`src/rtl/bigmac_sched.sv`:
```
// Two-thread round-robin scheduler in front of a shared x27/32 decay-and-add unit.
// Define BIGMAC_SCHED_STRICT_PRIO_EN for fixed priority (thread 0 always wins).
module bigmac_sched #(
  parameter int width_p = 10
) (
  input  logic                   clk_i,
  input  logic                   reset_i,
  input  logic [width_p-1:0]     data0_i,
  input  logic                   valid0_i,
  output logic                   ready0_o,
  input  logic [width_p-1:0]     data1_i,
  input  logic                   valid1_i,
  output logic                   ready1_o,
  output logic                   valid_o,
  output logic [2*width_p-1:0]   data_o,
  output logic                   thread_o,
  input  logic                   ready_i
);

  localparam int acc_w  = 2 * width_p;
  localparam int prod_w = acc_w + 5;

  logic                   space;
  logic [1:0]             valid_in;
  logic [1:0]             grant;
  logic [1:0][width_p-1:0] sample;
  logic [1:0][acc_w-1:0]  acc_next;

  logic                   valid_reg;
  logic [acc_w-1:0]       data_reg;
  logic                   thread_reg;

  assign valid_in = {valid1_i, valid0_i};
  assign sample   = {data1_i, data0_i};

  // Reset is folded in so neither requester sees ready while the block is held.
  assign space = (~valid_reg | ready_i) & ~reset_i;

`ifdef BIGMAC_SCHED_STRICT_PRIO_EN
  assign grant[0] = space & valid_in[0];
  assign grant[1] = space & valid_in[1] & ~valid_in[0];
`else
  logic prio_reg;

  assign grant[0] = space & valid_in[0] & (~prio_reg | ~valid_in[1]);
  assign grant[1] = space & valid_in[1] & ( prio_reg | ~valid_in[0]);

  // The thread that just won yields preference to the other one.
  always_ff @(posedge clk_i) begin
    if (reset_i) begin
      prio_reg <= 1'b0;
    end else if (|grant) begin
      prio_reg <= grant[0];
    end
  end
`endif

  assign ready0_o = grant[0];
  assign ready1_o = grant[1];

  genvar gi;
  generate
    for (gi = 0; gi < 2; gi++) begin : g_ctx
      logic [acc_w-1:0]  acc_reg;
      logic [prod_w-1:0] prod;

      // Product keeps the 5 guard bits so the >>5 is exact before truncation.
      assign prod         = prod_w'(acc_reg) * prod_w'(27);
      assign acc_next[gi] = prod[prod_w-1:5] + acc_w'(sample[gi]);

      always_ff @(posedge clk_i) begin
        if (reset_i) begin
          acc_reg <= '0;
        end else if (grant[gi]) begin
          acc_reg <= acc_next[gi];
        end
      end
    end
  endgenerate

  always_ff @(posedge clk_i) begin
    if (reset_i) begin
      valid_reg  <= 1'b0;
      data_reg   <= '0;
      thread_reg <= 1'b0;
    end else if (|grant) begin
      valid_reg  <= 1'b1;
      data_reg   <= grant[1] ? acc_next[1] : acc_next[0];
      thread_reg <= grant[1];
    end else if (ready_i) begin
      valid_reg  <= 1'b0;
    end
  end

  assign valid_o  = valid_reg;
  assign data_o   = data_reg;
  assign thread_o = thread_reg;

endmodule

```
`config.mk`:
```
export PLATFORM = sky130hd
export DESIGN_NAME = bigmac_sched
export DESIGN_NICKNAME = d
export VERILOG_FILES = /design/src/rtl/bigmac_sched.sv
export SDC_FILE = /design/constraint.sdc
export NUM_CORES = 1
export LEC_CHECK = 0
export ABC_CLOCK_PERIOD_IN_PS = 14100
export CAP_MARGIN = 25
export CORE_AREA = 2 2 130 132
export DETAILED_ROUTE_END_ITERATION = 8
export DIE_AREA = 0 0 132 134
export GPL_TIMING_DRIVEN = 0
export HOLD_SLACK_MARGIN = 0.02
export PLACE_DENSITY_LB_ADDON = 0.15
export SLEW_MARGIN = 0
export SYNTH_ARGS = -nofsm -noshare
export SYNTH_HDL_FRONTEND = slang
export SYNTH_SLANG_ARGS = --single-unit
export TNS_END_PERCENT = 10
```
`constraint.sdc`:
```
create_clock -name clk_i -period 14.1 [get_ports clk_i]
set_clock_uncertainty 0.2 [all_clocks]
set_input_delay 1.41 -clock clk_i [delete_from_list [all_inputs] [get_ports clk_i]]
set_output_delay 1.41 -clock clk_i [all_outputs]
set_load 0.01 [all_outputs]
```
==> results of run 1 <==
-- stage by stage --
stage / cells / hold WS (ns) / area [um^2] / worst slack (ns) / total power [mW]
2_1_floorplan: 954 / 0.2306 / 7994 / 8.150 / 1.046
3_3_place_gp: 1221 / 0.2456 / 8740 / 7.349 / 1.309
3_5_place_dp: 1221 / 0.2546 / 8740 / 7.368 / 1.319
4_1_cts: 1235 / 0.2657 / 8986 / 7.337 / 1.517
5_1_grt: 1235 / 0.2970 / 8986 / 6.837 / 1.677
6_report: 1235 / 0.2640 / 8986 / 7.387 / 1.504
-- how the worst max path moves through the flow --
stage | startpoint | endpoint | slack (ns) | depth (start not counted)
final | g_ctx[0].acc_reg[2] | data_o[19] | 7.39 | 23
after global routing | g_ctx[0].acc_reg[2] | data_o[19] | 6.84 | 24
after CTS | g_ctx[0].acc_reg[2] | data_o[19] | 7.34 | 23
after detailed placement | g_ctx[0].acc_reg[2] | data_o[19] | 7.37 | 24
after global placement | g_ctx[0].acc_reg[2] | data_o[19] | 7.35 | 23
after floorplan | g_ctx[0].acc_reg[1] | data_o[19] | 8.15 | 23
-- power by group through the flow --
stage               Clock (mW)  Combinational [mW]  Sequential (mW)
floorplan                    0               0.795            0.250
global placement             0                1.05            0.259
detailed placement           0                1.06            0.259
CTS                      0.190                1.07            0.256
global route             0.198                1.22            0.261
finish                   0.187                1.06            0.255
-- cells in the mapped netlist, types with 4 or more instances --
cell	count	share of area
a211oi_1	15	0.014
o21a_1	8	0.0075
clkbuf_1	18	0.0085
nand2_1	94	0.044
o31ai_1	6	0.0056
a21oi_1	62	0.039
or3_1	4	0.0031
o21bai_1	4	0.0038
nand2b_1	7	0.0055
fa_1	64	0.16
a221oi_1	6	0.0066
dfxtp_1	63	0.16
a221o_1	4	0.0050
inv_1	173	0.081
a31oi_1	12	0.0094
o21ai_0	15	0.0094
nand3_1	14	0.0088
nor2_1	49	0.023
a21o_1	29	0.027
xnor2_1	36	0.039
nor2b_1	4	0.0031
and3_1	4	0.0031
nand4_1	7	0.0055
ha_1	124	0.19
nor4_1	4	0.0031
nor3_1	25	0.016
and2_1	6	0.0047
xor2_1	27	0.030
-- layout by cell type (no fill, tap or decap), types with 12 or more instances in the layout --
master,count
a211oi_1,15
a21o_1,29
a21oi_1,62
a31oi_1,12
clkbuf_1,21
clkdlybuf4s50_1,47
dfxtp_1,63
fa_1,64
ha_1,124
inv_1,173
nand2_1,94
nand3_1,14
nor2_1,49
nor3_1,25
o21ai_0,15
xnor2_1,36
xor2_1,27
-- cell type report --
cell class | instances | area share
plain buffers | 24 | 0.01281
inverters | 173 | 0.07226
clock buffers | 12 | 0.02632
flip-flops and latches | 63 | 0.1404
clock inverters | 2 | 0.001114
well taps | 220 | 0.03063
repair buffers | 47 | 0.05235
multi-input cells | 694 | 0.6642
-- routing by layer --
layer,part of all wire,vias to the layer above,GRT usage
met5,0,-,0
met4,0.011,0,0.04650
met3,0.010,13,0.01512
met2,0.48,51,0.3617
met1,0.49,2970,0.2814
li1,-,3323,-
-- cells by family (layout without fill, tap and decap cells) --
logic type / Yosys count / count (layout) / synth area share
buffers and inverters: 197 / 258 / 0.09563
AO/OA/AOI/OAI: 202 / 202 / 0.1791
AND/OR/NAND/NOR: 237 / 237 / 0.1390
flip-flops: 63 / 63 / 0.1578
adder cells (fa/ha/maj): 188 / 188 / 0.3544
XOR/XNOR: 63 / 63 / 0.06902
multiplexers: 4 / 4 / 0.005165
-- critical path: cells and delay by family, from the launching register on --
family	cells	cell delay (ns)
buf+inv	2	0.10
flops	1	0.44
xor+xnor	1	0.14
fa+ha+maj	5	2.03
simple gates	7	1.79
mux	1	0.20
compound gates	7	1.69
==> impl_results.md, run 1 <==
- Post-route antenna net violation count: 0
- Fin. max-slew vios: 0
- Gate count of the mapped netlist: 954
- TritonCTS Sinks: 63
- RSZ-0062 raised after global routing: no
- Gate power share: 0.706
- Drt initial violations: 227
- Synth Warn #: 0
- FILL cells: 1560
- Antenna cells: 0
- Via count of the first global-routing pass: 6198
- Final wirelength: 17.78 mm
- Hold Startpoint: thread_o
- Peak VDD IR: 0.1726 mV
- Worst reg2reg endpoint: data_o[19]
- Fraction of layout cells with a size suffix above 1: 0.03744
- Starting Density: 0.4907
- Power share of the clock group: 0.124
- Setup CP Type: reg2reg
- RD Place Congestion: 0.8135
- CTS H-tree lvls: 3
- Largest net degree at the start of global routing: 11
- Cts repair resizes: 0
- Max Buffers Root-to-Sink: 2
- Ys flop type: dfxtp_1
- Reg2reg path depth: 23
- Leakage Power: 4.632 nW
- Final-report hold violation count: 0
- Synth Cell Area: 0.007994 mm^2
- Cts hold-fix bufs: 0
- # nets final: 1225
- EDFF count, synth: 0
- Cells on Worst Hold Path: 2
- Post-detail-place hpwl: 15.33 mm
- # IOs: 49
- Worst min path class: reg2reg
- Power per Cell Area: 167.4 mW/mm^2
- Pint: 773.7 uW
- Syn avg cell area: 8.379 um^2
- Worst Setup End Kind: flop
- Area of the multi-input gates: 0.005968 mm^2
- Total GRT Usage: 0.2070
- Max FO, Critical Path: 5
- Flop pwr share: 0.169
- Slowest cell on crit path: fa_1
- Slew headroom: 0.4131
- Worst-path cell chain: ha_1 -> fa_1 -> inv_1 -> fa_1 -> inv_1 -> ha_1 -> and3_1 -> o311ai_0 -> nand3b_1 -> a21o_1 -> a221o_1 -> a21o_1 -> xor2_1 -> ha_1 -> nand4_1 -> nor3_1 -> o31ai_1 -> nor4_1 -> nand4_1 -> mux2i_1 -> or2_2 -> a221o_1 -> a21o_1
- Critical path required time: 14.12 ns
- Count of cell types in the netlist: 72
- # setup viols final: 0
- Vias per cell: 5.147
- Achievable Freq: 0.1490 GHz
- Reg area: 0.001261 mm^2
- Die area: 0.01769 mm^2
- CTS tree: done
- Die width: 132 um
- Synth Register Bits: 63
- Standard-cell rows: 47
- Post-route minimum period: 6.713 ns
- Core box area: 0.01629 mm^2
- Post-Syn Nets: 1167
- First-pass iteration count of the detailed router: 6
- First-pass GRT wire length: 30.06 mm
- Net Switching: 730.4 uW
- Arrival time at the worst endpoint: 6.73 ns
- Switch share: 0.4856
- Largest register FFs: 40
- Fraction of registers with async set or reset after synthesis: 0
- DR WL/cell: 14.40 um
- Crit path launch type: flop
- Worst-margin pin slew: 0.8693 ns
- Latest clock arrival within the worst-skew pair: 0.32 ns
- Max cap viols: 0
- DRC viols: 0
- Initial antenna violation count: 0
- Buffer count from post-CTS setup fixing: 0
- Reg clk slew, reported paths: 0.05 ns
- Post-Route Utilization: 0.5517
- Root Driver: clkbuf_16
- Detailed-route via count: 6357
- Die H: 134 um
- Sequential element share of the synthesized area: 0.1578
- Grt ovf: 0
- Reg-to-Reg Start: g_ctx[0].acc_reg[2]
- TritonCTS Buffers: 9
- Status: completed
- Sum Neg Setup Slack: 0 ns
- Hold endpoint: thread_o
- R2R Setup Slk: 7.39 ns
- Final worst-path cycle share: 0.4761
- CP max stage delay: 0.50 ns
- Area growth syn-to-layout: 12.41%
- I/O Buffers: 47
(Power assumes the default switching activity.)
==> inputs of run 2 (changes only) <==
Settings changed: ABC_CLOCK_PERIOD_IN_PS 14100 to 6800.
Clock period 14.1 ns to 6.8 ns, I/O delays scaled along.
==> run 2 against run 1 <==
Cell area up 0.29%. Clock power up 110%. Critical endpoint unchanged. Via count up 0.42%. Highest routed layer unchanged. Non-clock buffer count up 1. Sequential power up 110%. Critical path depth unchanged. Largest power group unchanged. Setup slack worse by 7.0 ns. Total power up 110%. Register-to-register slack worse by 7.0 ns. Worst hold slack worse by 0.0013 ns. Combinational power up 110%. Routed wire length up 0.39%.
==> impl_results.md, run 2 (synthesis results as in run 1) <==
- Max FO, Critical Path: 5
- Latest clock arrival within the worst-skew pair: 0.32 ns
- Delay-heaviest family, CP: adder cells
- TritonCTS Sinks: 63
- Grt peak-use layer: met2
- First-pass GRT wire length: 30.06 mm
- Post-detail-place hpwl: 15.33 mm
- Worst min path class: reg2reg
- Grt ovf: 0
- Arrival time at the worst endpoint: 6.42 ns
- # nets final: 1226
- Fraction of layout cells with a size suffix above 1: 0.04232
- Leakage Power: 4.642 nW
- Max cap viols: 0
- Worst Setup End Kind: flop
- Final-report hold violation count: 0
- Detailed-route via count: 6384
- Antenna cells: 0
- Die H: 134 um
- Post-route minimum period: 6.401 ns
- Most frequent cells in the layout: 173 x inv_1, 124 x ha_1, 94 x nand2_1
- Worst-margin pin slew: 0.6578 ns
- RD Place Congestion: 0.8135
- Standard-cell rows: 47
- Via count of the first global-routing pass: 6198
- Root Driver: clkbuf_16
- TritonCTS Buffers: 9
- Sum Neg Setup Slack: 0 ns
- CTS tree: done
- Achievable Freq: 0.1562 GHz
- RSZ-0062 raised after global routing: no
- Status: completed
- Placed cell areas: 0.008740 mm^2
- Total chip power: 3.157 mW
- Most common cell after layout, fill and taps aside: inv_1
- # IOs: 49
- Slew headroom: 0.5501
- Final wirelength: 17.85 mm
- Max Buffers Root-to-Sink: 2
- Die width: 132 um
- # setup viols final: 0
- Worst-path cell chain: ha_1 -> fa_1 -> inv_1 -> fa_1 -> inv_1 -> ha_1 -> and3_1 -> o311ai_1 -> nand3b_1 -> a21o_1 -> a221o_1 -> a21o_1 -> xor2_1 -> ha_1 -> nand4_1 -> nor3_2 -> o31ai_1 -> nor4_2 -> nand4_1 -> mux2i_1 -> or2_2 -> a221o_1 -> a21o_1
- Critical path required time: 6.82 ns
- Worst Path Buf+Inv: 2
- Global routing usage on met2: 0.3617
- CTS H-tree lvls: 3
- Core box area: 0.01629 mm^2
- Peak VDD IR: 0.3753 mV
- Starting Density: 0.4907
- Drt initial violations: 224
- Area growth syn-to-layout: 12.74%
- Final instance area: 0.009012 mm^2
- DRC viols: 0
- Cts hold-fix bufs: 0
- Crit path launch type: flop
- Hold Worst Slack: 0.2627 ns
- Post-route antenna net violation count: 0
- Die area: 0.01769 mm^2
- Slowest cell on crit path: fa_1
- DR WL/cell: 14.44 um
- I/O Buffers: 47
- First-pass iteration count of the detailed router: 6
- Largest net degree at the start of global routing: 11
- Total GRT Usage: 0.2070
- Reg clk slew, reported paths: 0.05 ns
- Fin. max-slew vios: 0
- Power per Cell Area: 350.3 mW/mm^2
- GR Util met3: 0.01512
- CP max stage delay: 0.51 ns
- Largest register FFs: 40
- Initial antenna violation count: 0
- Vias per cell: 5.165
- Setup CP Type: reg2reg
- M1 GR Usage: 0.2814
- Final worst-path cycle share: 0.9413
run 2: cell type report:
class                      count  area [um^2]
clock inverter                 2        10.01
tap                          220        275.3
timing repair buffer          48        478.0
multi-input combinational    694         5986
buffer                        24        115.1
inverter                     173        649.4
fill                        1555         7277
sequential                    63         1262
clock buffer                  12        236.5
run 2: worst min-delay path, delay by kind of cell, from the launching register on:
kind / cells / cell delay, ns
AND/OR/NAND/NOR: 2 / 0.10
flip-flops: 1 / 0.32
run 2: routing by layer:
metal | vias to the layer above | share of wire
met3 | 13 | 0.0099
met1 | 2996 | 0.50
met4 | 0 | 0.011
met5 | - | 0
met2 | 47 | 0.48
li1 | 3328 | -
run 2: final timing paths:
| kind | from | end | slack [ns] | cells past startpoint |
|---|---|---|---|---|
| max | g_ctx[0].acc_reg[1] | data_o[19] | 0.40 | 23 |
| min | thread_o | thread_o | 0.26 | 2 |
| max reg2reg | g_ctx[0].acc_reg[1] | data_o[19] | 0.40 | 23 |
| min reg2reg | thread_o | thread_o | 0.26 | 2 |
run 2: per-stage QoR:
step,setup WS [ns],util,cells
global route,0.02690,0.5533,1236
global placement,0.04947,0.5365,1221
floorplan,0.8496,-,954
finish,0.3992,0.5533,1236
CTS,0.03654,0.5517,1235
detailed placement,0.06849,0.5365,1221
run 2: repair_timing:
| action | CTS | global route |
|---|---|---|
| gates resized for setup | 0 | 6 |
| endpoints found under the setup margin | 0 | 6 |
| setup buffers | 0 | 1 |
run 2: power breakdown:
group          leakage, nW  switching [mW]  internal (mW)
Combinational         4.01            1.30          0.940
Clock                0.122           0.147          0.241
Sequential           0.514          0.0879          0.441
==> inputs of run 3 (changes only) <==
Settings changed: PLACE_DENSITY set to 0.68, PLACE_DENSITY_LB_ADDON 0.15 to not set, SLEW_MARGIN 0 to 40.
==> run 3 against run 2 <==
Setup slack better by 0.033 ns. Cell count about the same. Via count grew 1.2%. Flip-flop and latch count stayed put. Count of clock-buffer cells in the layout shrank 1. Die area is the same.
==> impl_results.md, run 3 (synthesis results as in run 1) <==
- FILL cells: 1537
- Max cap viols: 0
- Detailed-route via count: 6460
- DRC viols: 0
- Achievable Freq: 0.1570 GHz
- Crit path launch type: flop
- Leakage Power: 4.670 nW
- Most common cell after layout, fill and taps aside: inv_1
- Max Buffers Root-to-Sink: 2
- DR WL/cell: 14.32 um
- Power per Cell Area: 360.7 mW/mm^2
- Via count of the first global-routing pass: 6370
- Critical path origin: g_ctx[0].acc_reg[2]
- Worst reg2reg endpoint: data_o[19]
- Slew headroom: 0.4909
- Area of the multi-input gates: 0.005992 mm^2
- Setup CP Type: reg2reg
- Standard-cell rows: 47
- # IOs: 49
- Placed cell areas: 0.008740 mm^2
- Reg area: 0.001261 mm^2
- Core box area: 0.01629 mm^2
- Post-route minimum period: 6.368 ns
- R2R Setup Slk: 0.43 ns
- Placed insts: 1221
- Critical path required time: 6.83 ns
- Fraction of layout cells with a size suffix above 1: 0.04621
- Non-Filler Instances: 1237
- Die H: 134 um
- CTS H-tree lvls: 3
- Final worst-path cycle share: 0.9365
- Latest clock arrival within the worst-skew pair: 0.33 ns
- Worst Setup End Kind: flop
- Final instance area: 0.009096 mm^2
- First-pass iteration count of the detailed router: 4
- Die width: 132 um
- Total chip power: 3.281 mW
- Buffer count from post-CTS setup fixing: 0
- RD Place Congestion: 0.8655
- Max FO, Critical Path: 5
- Grt ovf: 0
- Peak VDD IR: 0.4457 mV
- Worst-margin pin slew: 0.7590 ns
- Antenna cells: 0
- RSZ-0062 raised after global routing: yes
- Post-detail-place hpwl: 15.16 mm
- Status: completed
- Total GRT Usage: 0.2109
- First-pass GRT wire length: 30.86 mm
- Starting Density: 0.4907
- Largest net degree at the start of global routing: 12
- Arrival time at the worst endpoint: 6.39 ns
- Cts hold-fix bufs: 0
- Worst min path class: reg2reg
- CTS tree: done
- Reg clk slew, reported paths: 0.06 ns
- TritonCTS Sinks: 63
- Initial antenna violation count: 0
- Area growth syn-to-layout: 13.79%
- I/O Buffers: 47
- Root Driver: clkbuf_16
- Most frequent cells in the layout: 173 x inv_1, 124 x ha_1, 94 x nand2_1
- Cts repair resizes: 0
- Reg2reg path depth: 23
- Die area: 0.01769 mm^2
- # nets final: 1225
- Drt initial violations: 208
- Reg-to-Reg Start: g_ctx[0].acc_reg[2]
- Fin. max-slew vios: 0
- Worst setup path endpoint: data_o[19]
- Largest register FFs: 40
- # setup viols final: 0
- Vias per cell: 5.222
- Final-report hold violation count: 0
- Post-route antenna net violation count: 0
- TritonCTS Buffers: 9
- Final wirelength: 17.71 mm
[run 3: critical path: stages, from the launching register on]
cell and delay [ns]:
dfxtp_1 0.43, ha_1 0.30, fa_1 0.51, inv_1 0.05, fa_1 0.49, inv_1 0.05, ha_1 0.35, and3_1 0.20
o311ai_0 0.19, nand3b_1 0.21, a21o_1 0.26, a221o_1 0.35, a21o_1 0.19, xor2_1 0.15, ha_1 0.37, nand4_1 0.12
nor3_2 0.21, o31ai_1 0.18, nor4_2 0.25, nand4_1 0.21, mux2i_1 0.20, or2_2 0.31, a221o_1 0.30, a21o_1 0.17
[run 3: metrics by stage]
stage / TNS, ns / setup slack, ns / utilization / hold slack (ns)
floorplan: 0 / 0.8496 / - / 0.2306
global placement: 0 / 0.1388 / 0.5365 / 0.2473
detailed placement: 0 / 0.1421 / 0.5365 / 0.2454
CTS: 0 / 0.1229 / 0.5570 / 0.2694
global route: -0.05866 / -0.05866 / 0.5584 / 0.2920
finish: 0 / 0.4321 / 0.5584 / 0.2666
[run 3: power breakdown]
part | switching, mW | internal [mW] | total (mW)
clock | 0.164 | 0.340 | 0.504
sequential | 0.0856 | 0.440 | 0.525
combinational | 1.31 | 0.937 | 2.25
total | 1.56 | 1.72 | 3.28
[run 3: worst min path at each step]
stage	startpoint	end	cells past startpoint
after floorplan	prio_reg	prio_reg	2
after global placement	prio_reg	prio_reg	2
after detailed placement	prio_reg	prio_reg	2
after CTS	prio_reg	prio_reg	2
after global routing	thread_o	thread_o	2
final	prio_reg	prio_reg	2
[run 3: final cells by class]
cell class	instances	share of cell area
timing repair buffer	47	0.05172
inverter	173	0.07139
clock inverter	5	0.008803
sequential	63	0.1387
tap	220	0.03026
buffer	24	0.01265
clock buffer	11	0.02779
multi-input combinational	694	0.6587
[run 3: layer usage]
metal / vias to the layer above / routed length (um) / track usage
met5: - / 0 / 0
met4: 0 / 172 / 0.04287
met3: 12 / 427 / 0.01663
met2: 79 / 8468 / 0.3663
met1: 3022 / 8643 / 0.2896
li1: 3347 / - / -
